$ cat src/rtl/regfile_wb_ctrl_pkg.sv
// Shared sizes and requester indices for the register-file write-back path.
// ALU, LSU and CSR results share one register-file write port.
package parameters;

    localparam int MSB        = 31;
    localparam int LSB        = 0;
    localparam int NUM_WB_SRC = 3;
    localparam int REG_ADDR_W = 5;

    localparam int WB_ALU = 0;
    localparam int WB_LSU = 1;
    localparam int WB_CSR = 2;

endpackage

$ cat src/rtl/regfile_wb_ctrl_rr_arbiter.sv
// Round-robin arbiter: the most recent grantee drops to lowest priority.
// The grant is purely combinational from req and the stored pointer.
module rr_arbiter
    import parameters::*;
#(
    parameter int NREQ = NUM_WB_SRC
) (
    input  logic            clk,
    input  logic            rst_n,
    input  logic [NREQ-1:0] req,
    output logic [NREQ-1:0] grant
);

    localparam int PW = (NREQ > 1) ? $clog2(NREQ) : 1;

    logic [PW-1:0] last;
    logic [PW-1:0] winner;
    logic [PW-1:0] idx;
    logic          found;

    // Scan last+1, last+2, ..., last and take the first requester found.
    always_comb begin
        grant  = '0;
        winner = last;
        idx    = '0;
        found  = 1'b0;
        for (int k = 1; k <= NREQ; k++) begin
            idx = PW'((int'(last) + k) % NREQ);
            if (!found && req[idx]) begin
                grant[idx] = 1'b1;
                winner     = idx;
                found      = 1'b1;
            end
        end
        if (!rst_n) begin
            grant = '0;
        end
    end

    always_ff @(posedge clk) begin
        if (!rst_n) begin
            last <= PW'(NREQ - 1);
        end else if (|grant) begin
            last <= winner;
        end
    end

endmodule

$ cat src/rtl/regfile_wb_ctrl.sv
// Write-back controller: arbitrates requesters onto the register-file write
// port through a one-cycle output stage and tracks pending writes for decode.
module regfile_wb_ctrl
    import parameters::*;
#(
    parameter int NREQ = NUM_WB_SRC
) (
    input  logic                           clk,
    input  logic                           rst_n,
    input  logic [NREQ-1:0]                wb_valid,
    input  logic [NREQ*REG_ADDR_W-1:0]     wb_rd,
    input  logic [NREQ*(MSB-LSB+1)-1:0]    wb_data,
    output logic [NREQ-1:0]                wb_ready,
    output logic [REG_ADDR_W-1:0]          rf_rd,
    output logic [MSB:LSB]                 rf_regdata,
    output logic                           rf_wer,
    input  logic                           iss_valid,
    input  logic [REG_ADDR_W-1:0]          iss_rd,
    input  logic [REG_ADDR_W-1:0]          chk_rs1,
    input  logic [REG_ADDR_W-1:0]          chk_rs2,
    input  logic [REG_ADDR_W-1:0]          chk_rd,
    output logic                           hazard,
    output logic [31:0]                    busy
);

    localparam int DW = MSB - LSB + 1;

    logic                  xfer;
    logic [REG_ADDR_W-1:0] sel_rd;
    logic [MSB:LSB]        sel_data;
    logic [31:0]           busy_r;
    logic [31:0]           busy_next;

    rr_arbiter #(.NREQ(NREQ)) u_arb (
        .clk   (clk),
        .rst_n (rst_n),
        .req   (wb_valid),
        .grant (wb_ready)
    );

    assign xfer = |(wb_valid & wb_ready);

    always_comb begin
        sel_rd   = '0;
        sel_data = '0;
        for (int i = 0; i < NREQ; i++) begin
            if (wb_ready[i]) begin
                sel_rd   = wb_rd[i*REG_ADDR_W +: REG_ADDR_W];
                sel_data = wb_data[i*DW +: DW];
            end
        end
    end

    // Writes to x0 are consumed like any other but never enable the port.
    always_ff @(posedge clk) begin
        if (!rst_n) begin
            rf_wer     <= 1'b0;
            rf_rd      <= '0;
            rf_regdata <= '0;
        end else if (xfer) begin
            rf_wer     <= (sel_rd != '0);
            rf_rd      <= sel_rd;
            rf_regdata <= sel_data;
        end else begin
            rf_wer     <= 1'b0;
        end
    end

    // Set is applied after clear so a same-cycle issue to the same register wins.
    always_comb begin
        busy_next = busy_r;
        if (rf_wer) begin
            busy_next[rf_rd] = 1'b0;
        end
        if (iss_valid) begin
            busy_next[iss_rd] = 1'b1;
        end
        busy_next[0] = 1'b0;
    end

    always_ff @(posedge clk) begin
        if (!rst_n) begin
            busy_r <= '0;
        end else begin
            busy_r <= busy_next;
        end
    end

    assign busy   = busy_r;
    assign hazard = busy_r[chk_rs1] | busy_r[chk_rs2] | busy_r[chk_rd];

endmodule

$ cat config.mk
export PLATFORM = sky130hd
export DESIGN_NAME = regfile_wb_ctrl
export DESIGN_NICKNAME = d
export VERILOG_FILES = /design/src/rtl/regfile_wb_ctrl_pkg.sv /design/src/rtl/regfile_wb_ctrl_rr_arbiter.sv /design/src/rtl/regfile_wb_ctrl.sv
export SDC_FILE = /design/constraint.sdc
export NUM_CORES = 1
export LEC_CHECK = 0
export ABC_AREA = 0
export CAP_MARGIN = 20
export CORE_MARGIN = 2
export CORE_UTILIZATION = 30
export DETAILED_ROUTE_END_ITERATION = 8
export PLACE_DENSITY = 0.59
export SLEW_MARGIN = 20
export SYNTH_ARGS = -nofsm -noshare
export SYNTH_HDL_FRONTEND = slang
export SYNTH_SLANG_ARGS = --single-unit
export TNS_END_PERCENT = 5
$ cat constraint.sdc
create_clock -name clk -period 3.9 [get_ports clk]
set_input_delay 0.585 -clock clk [delete_from_list [all_inputs] [get_ports clk]]
set_output_delay 0.585 -clock clk [all_outputs]
set_load 0.05 [all_outputs]
==> results of run 1 <==
stage by stage:
step	worst slack [ns]	hold slack, ns	area [um2]	cells
floorplan	0.7741	0.4987	4674	521
CTS	0.3965	0.4699	7117	891
detailed placement	0.3990	0.4623	6820	876
global route	0.2724	0.4907	7122	891
finish	0.4303	0.4687	7122	891
global placement	0.4564	0.4563	6820	876
worst max-delay path, stage by stage:
cell and delay [ns]:
clkdlybuf4s50_1 0.79, mux4_2 0.57, mux4_2 0.48, mux2i_1 0.18, nand3_1 0.09, buf_4 0.19
kinds of logic (layout without fill, tap and decap cells):
logic type | count (synthesis) | count (layout) | synth area share (%)
compound gates | 164 | 164 | 26.55
fa+ha+maj | 4 | 4 | 1.071
buf+inv | 53 | 235 | 5.781
flops | 71 | 71 | 30.41
mux | 37 | 37 | 15.39
other cells | 1 | 1 | 0.08022
simple gates | 191 | 191 | 20.72
layer usage:
metal / vias up / global-route usage (%) / part of all wire (%)
met5: - / 0 / 0
met4: 0 / 5.563 / 0.92
met3: 16 / 6.570 / 11
met2: 275 / 32.06 / 47
met1: 2375 / 26.15 / 42
li1: 2365 / - / -
layout by cell type (no fill, tap or decap), drive strengths merged, types with 4 or more instances in the layout:
cell type / instances
clkdlybuf4s50: 204
dfxtp: 71
nand2: 46
nor2: 41
o21ai: 40
and3: 38
nand3: 36
o31ai: 33
a311oi: 32
a21boi: 32
mux4: 27
buf: 11
clkbuf: 9
nand3b: 7
mux2i: 7
inv: 6
nor3b: 5
nor2b: 4
o21a: 4
a21oi: 4
ha: 4
final timing paths:
check | start | to | slack, ns | cells after the start
worst min register to register | rf_regdata[26] | rf_regdata[26] | 0.47 | 2
worst max-delay path | chk_rs1[0] | hazard | 0.43 | 6
worst max register to register | u_arb.last[0] | rf_regdata[14] | 0.73 | 10
worst min-delay path | rf_regdata[26] | rf_regdata[26] | 0.47 | 2
registers in the layout, summed over array words and instances (netlist names):
| name | flops |
|---|---|
| busy | 31 |
| rf_rd | 5 |
| rf_regdata | 32 |
| rf_wer | 1 |
| u_arb.last | 2 |
final cells by class:
cell class	instances	area share, %
Timing Repair Buffer	215	30.32
Inverter	5	0.2987
Clock buffer	9	3.162
Multi-Input combinational cell	397	41.95
Sequential cell	71	19.96
Clock inverter	6	1.001
Tap cell	188	3.303
where the power goes:
part,internal (mW),total [mW],switching [mW]
clock,0.496,0.829,0.333
combinational,0.933,2.59,1.66
sequential,0.927,1.09,0.163
==> impl_metrics.tcl, run 1 <==
set metrics [dict create \
    status "completed" \
    dp_hpwl_um 12250 \
    endpoint_kind "output pin" \
    syn_avg_cell_area_um2 8.972 \
    ys_top_cells_by_area "dfxtp_1 (30%), mux4_2 (13%), a311oi_1 (6.0%), a21boi_0 (5.1%), o31ai_1 (5.1%)" \
    clkSinkCount 71 \
    power_mw 4.508 \
    cts.clk_slew.worst_paths_ns 0.06 \
    htree_levels 3 \
    yosys_warnings 0 \
    antennaDiodeCount 0 \
    hold_buffers 0 \
    setup_viol 0 \
    start_kind "input pin" \
    fill_cells 1450 \
    die_h_um 128.8 \
    ys_top_cells_by_count "dfxtp_1 (71), nand2_1 (46), nor2_1 (41)" \
    coreArea_um2 15200 \
    dieArea_um2 16600 \
    cp_max_fo 9 \
    start_util_pct 30.75 \
    area_growth_syn_to_layout_pct 52.36 \
    yosys_register_bits 71 \
    vias 5031 \
    final_layout_size_suffix_gt1_share_pct 10.38 \
    cts_setup_buffers 0 \
    p_leak_nw 2.553 \
    synth_area_um2 4674 \
    gp_congestion 0.8408 \
    synthesis.nets 662 \
    cts_tree "done" \
    track_usage_pct 20.08 \
    drt-wirelength-per-cell_um 18.93 \
    rsz0062_at_grt "no" \
    critical_path_class "in -> out" \
    die_x_um 128.8 \
    grt_start_max_net_pins 79 \
    async_flop_share_pct 0 \
    multi_input_area_um2 2988 \
    cts-root-buf "clkbuf_16" \
    fin_skew_ns 0.007575 \
    grt_pass1_wl_um 26410 \
    cts.repair.resized 0 \
    numCtsBuffers 9 \
    worst_skew_pair.late_latency_ns 0.34 \
    synth_cell_types 55 \
    finalWirelength_um 16870 \
    drc 0 \
    drtIter0Drc 362 \
    cp_data_required_time_ns 3.31 \
    p_per_area_nw_per_um2 633.0 \
    yosys.area.top_type "dfxtp_1" \
    ant_nets 0 \
    grt_pass1_vias 4880 \
    worst_slew_pin_slew_ns 0.7154 \
    drv_cap 0 \
    seq_area_frac_synth_pct 30.41 \
    arrival_ns 2.88 \
    setup_tns_ns 0 \
    fin_crit_sh_pct 88.97 \
    yosysTopAreaCellShare_pct 30.41 \
    dr.pass1.iters 6 \
    synth_edf_count 0 \
    relSlewSlack_pct 52.13 \
    vias_per_cell 5.646 \
    maxSlewViolCount 0 \
    synthFlopType "dfxtp_1" \
    post-route-util_pct 46.85 \
    clock.fmax_ghz 0.2882 \
    port_buffers 209 \
    hold_class "reg -> reg" \
    pin_count 211 \
    seq_area_um2 1421 \
    hold_viol 0 \
    fin_nets 840 \
    rows 45 \
    period_minus_slack_ns 3.470 \
    yosysMostFrequentCell "dfxtp_1" \
    ir_drop_mv 0.3671 \
    antenna_found_initial 0 \
    clk_path_buf_depth 2 \
    syn_inst 521 \
    grt_overflow 0 \
]
No activity file was read; power rests on OpenSTA's default activity.
==> run 2: changes to the inputs <==
--- a/config.mk
+++ b/config.mk
@@ -11,6 +11,7 @@
 export CORE_UTILIZATION = 30
 export DETAILED_ROUTE_END_ITERATION = 8
 export PLACE_DENSITY = 0.59
+export SKIP_CTS_REPAIR_TIMING = 1
 export SLEW_MARGIN = 20
 export SYNTH_ARGS = -nofsm -noshare
 export SYNTH_HDL_FRONTEND = slang
==> results of run 2 <==
Same layout as run 1: the final DEF is identical, and so are final timing and power.
==> run 3: changes to the inputs <==
--- a/config.mk
+++ b/config.mk
@@ -7,10 +7,10 @@
 export LEC_CHECK = 0
 export ABC_AREA = 0
 export CAP_MARGIN = 20
-export CORE_MARGIN = 2
-export CORE_UTILIZATION = 30
+export CORE_UTILIZATION = 40
+export CTS_CLUSTER_DIAMETER = 30
 export DETAILED_ROUTE_END_ITERATION = 8
-export PLACE_DENSITY = 0.59
+export PLACE_DENSITY = 0.75
 export SKIP_CTS_REPAIR_TIMING = 1
 export SLEW_MARGIN = 20
 export SYNTH_ARGS = -nofsm -noshare
==> run 3 against run 2 <==
Power up 1.0%; wire length down 4.0%; first-iteration DRC count down 0.83%; sequential power about the same.
==> impl_metrics.tcl, run 3 (synthesis gave the netlist of run 1 again) <==
set metrics [dict create \
    htree_levels 3 \
    ir_drop_mv 0.3866 \
    status "completed" \
    clk_path_buf_depth 2 \
    cts-root-buf "clkbuf_16" \
    fin_nets 842 \
    p_leak_nw 2.583 \
    antenna_found_initial 0 \
    fin_crit_sh_pct 89.08 \
    design_area_um2 7108 \
    fin_skew_ns 0.006110 \
    cp_data_required_time_ns 3.31 \
    die_h_um 110.1 \
    place_area_um2 6792 \
    track_usage_pct 26.29 \
    period_minus_slack_ns 3.474 \
    dr.pass1.iters 4 \
    arrival_ns 2.89 \
    p_per_area_nw_per_um2 640.7 \
    layout_common_cells "clkdlybuf4s50_1 (204), dfxtp_1 (71), nand2_1 (46)" \
    dpl.cell_count 833 \
    grt_pass1_wl_um 24360 \
    drt-met1-wl_um 6314 \
    numCtsBuffers 9 \
    start_util_pct 40.94 \
    stdcell_count 848 \
    die_x_um 110.1 \
    drt-wirelength-per-cell_um 19.09 \
    switching_share_pct 46.38 \
    cts_tree "done" \
    dieArea_um2 12120 \
    setup_viol 0 \
    drv_cap 0 \
    cp_max_fo 9 \
    p_int_mw 2.442 \
    power_frac_comb_pct 57.2 \
    maxSlewViolCount 0 \
    grt_overflow 0 \
    hold_class "reg -> reg" \
    seq_power_share_pct 23.8 \
    pin_count 211 \
    grt_start_max_net_pins 67 \
    ant_nets 0 \
    vias 5019 \
    layout_commonest_cell "clkdlybuf4s50_1" \
    wl_met3_um 1600 \
    relSlewSlack_pct 50.45 \
    endpoint_kind "output pin" \
    final_layout_size_suffix_gt1_share_pct 10.64 \
    antennaDiodeCount 0 \
    clkPwrFrac_pct 19.0 \
    rsz0062_at_grt "no" \
    port_buffers 209 \
    cts.clk_slew.worst_paths_ns 0.05 \
    worst_skew_pair.late_latency_ns 0.33 \
    setup_tns_ns 0 \
    hold_viol 0 \
    start_kind "input pin" \
    fin_hold_ws_ns 0.4703 \
    critical_path_class "in -> out" \
    grt_pass1_vias 4833 \
    area_growth_syn_to_layout_pct 52.06 \
    regMostFlops "rf_regdata" \
    wl_met2_um 7961 \
    dp_hpwl_um 11950 \
    clock.fmax_ghz 0.2878 \
    top_layer "met4" \
    clkSinkCount 71 \
    vias_per_cell 5.919 \
    drc 0 \
    worst_slew_pin_slew_ns 0.7405 \
    largest_reg_flops 32 \
    rows 39 \
    switchingPower_mw 2.112 \
    drtIter0Drc 359 \
    gp_congestion 0.8652 \
    coreArea_um2 11420 \
    finalWirelength_um 16190 \
]
run 3: cell types whose count changed in the layout (fill, tap and decap cells not counted), sizes merged:
cell | before | now
bufinv | 1 | 2
inv | 6 | 5
buf | 11 | 13
clkinv | 2 | 3
clkinvlp | 2 | 1
run 3: metal layers:
layer	vias to the layer above	GRT usage [%]
li1	2370	-
met1	2347	30.73
met2	274	45.58
met3	28	7.231
met4	0	10.34
met5	-	0
run 3: area by class of cell:
type | instances | area, um2
Sequential cell | 71 | 1421
Clock inverter | 6 | 86.33
Tap cell | 143 | 178.9
Timing Repair Buffer | 217 | 2187
Clock buffer | 9 | 225.2
Inverter | 5 | 21.27
Multi-Input combinational cell | 397 | 2988
Fill cell | 979 | 4310
run 3: power groups by stage:
stage	Combinational [mW]	Clock (mW)	Sequential [mW]
after CTS	2.60	0.881	1.08
after floorplan	1.16	0	1.71
after global routing	2.76	0.915	1.11
after global placement	2.56	0	1.08
after detailed placement	2.59	0	1.09
final	2.60	0.868	1.08
run 3: stage by stage:
step | total power, mW | worst slack [ns] | utilization, %
6_report | 4.554 | 0.4260 | 62.25
3_5_place_dp | 3.681 | 0.4168 | 59.48
3_3_place_gp | 3.644 | 0.4597 | 59.48
4_1_cts | 4.560 | 0.4125 | 62.21
5_1_grt | 4.780 | 0.3300 | 62.25
2_1_floorplan | 2.872 | 0.7741 | -
run 3: worst max-delay path: stages:
cell and delay, ns:
clkdlybuf4s50_1 0.80, mux4_2 0.59, mux4_2 0.49, mux2i_1 0.14
nand3_1 0.09, buf_4 0.19
run 3: final timing paths:
| kind | endpoint | slack [ns] | depth (start not counted) | from |
|---|---|---|---|---|
| max | hazard | 0.43 | 6 | chk_rs1[0] |
| min | rf_regdata[9] | 0.47 | 2 | rf_regdata[9] |
| max reg2reg | rf_regdata[7] | 0.93 | 10 | u_arb.last[0] |
| min reg2reg | rf_regdata[9] | 0.47 | 2 | rf_regdata[9] |
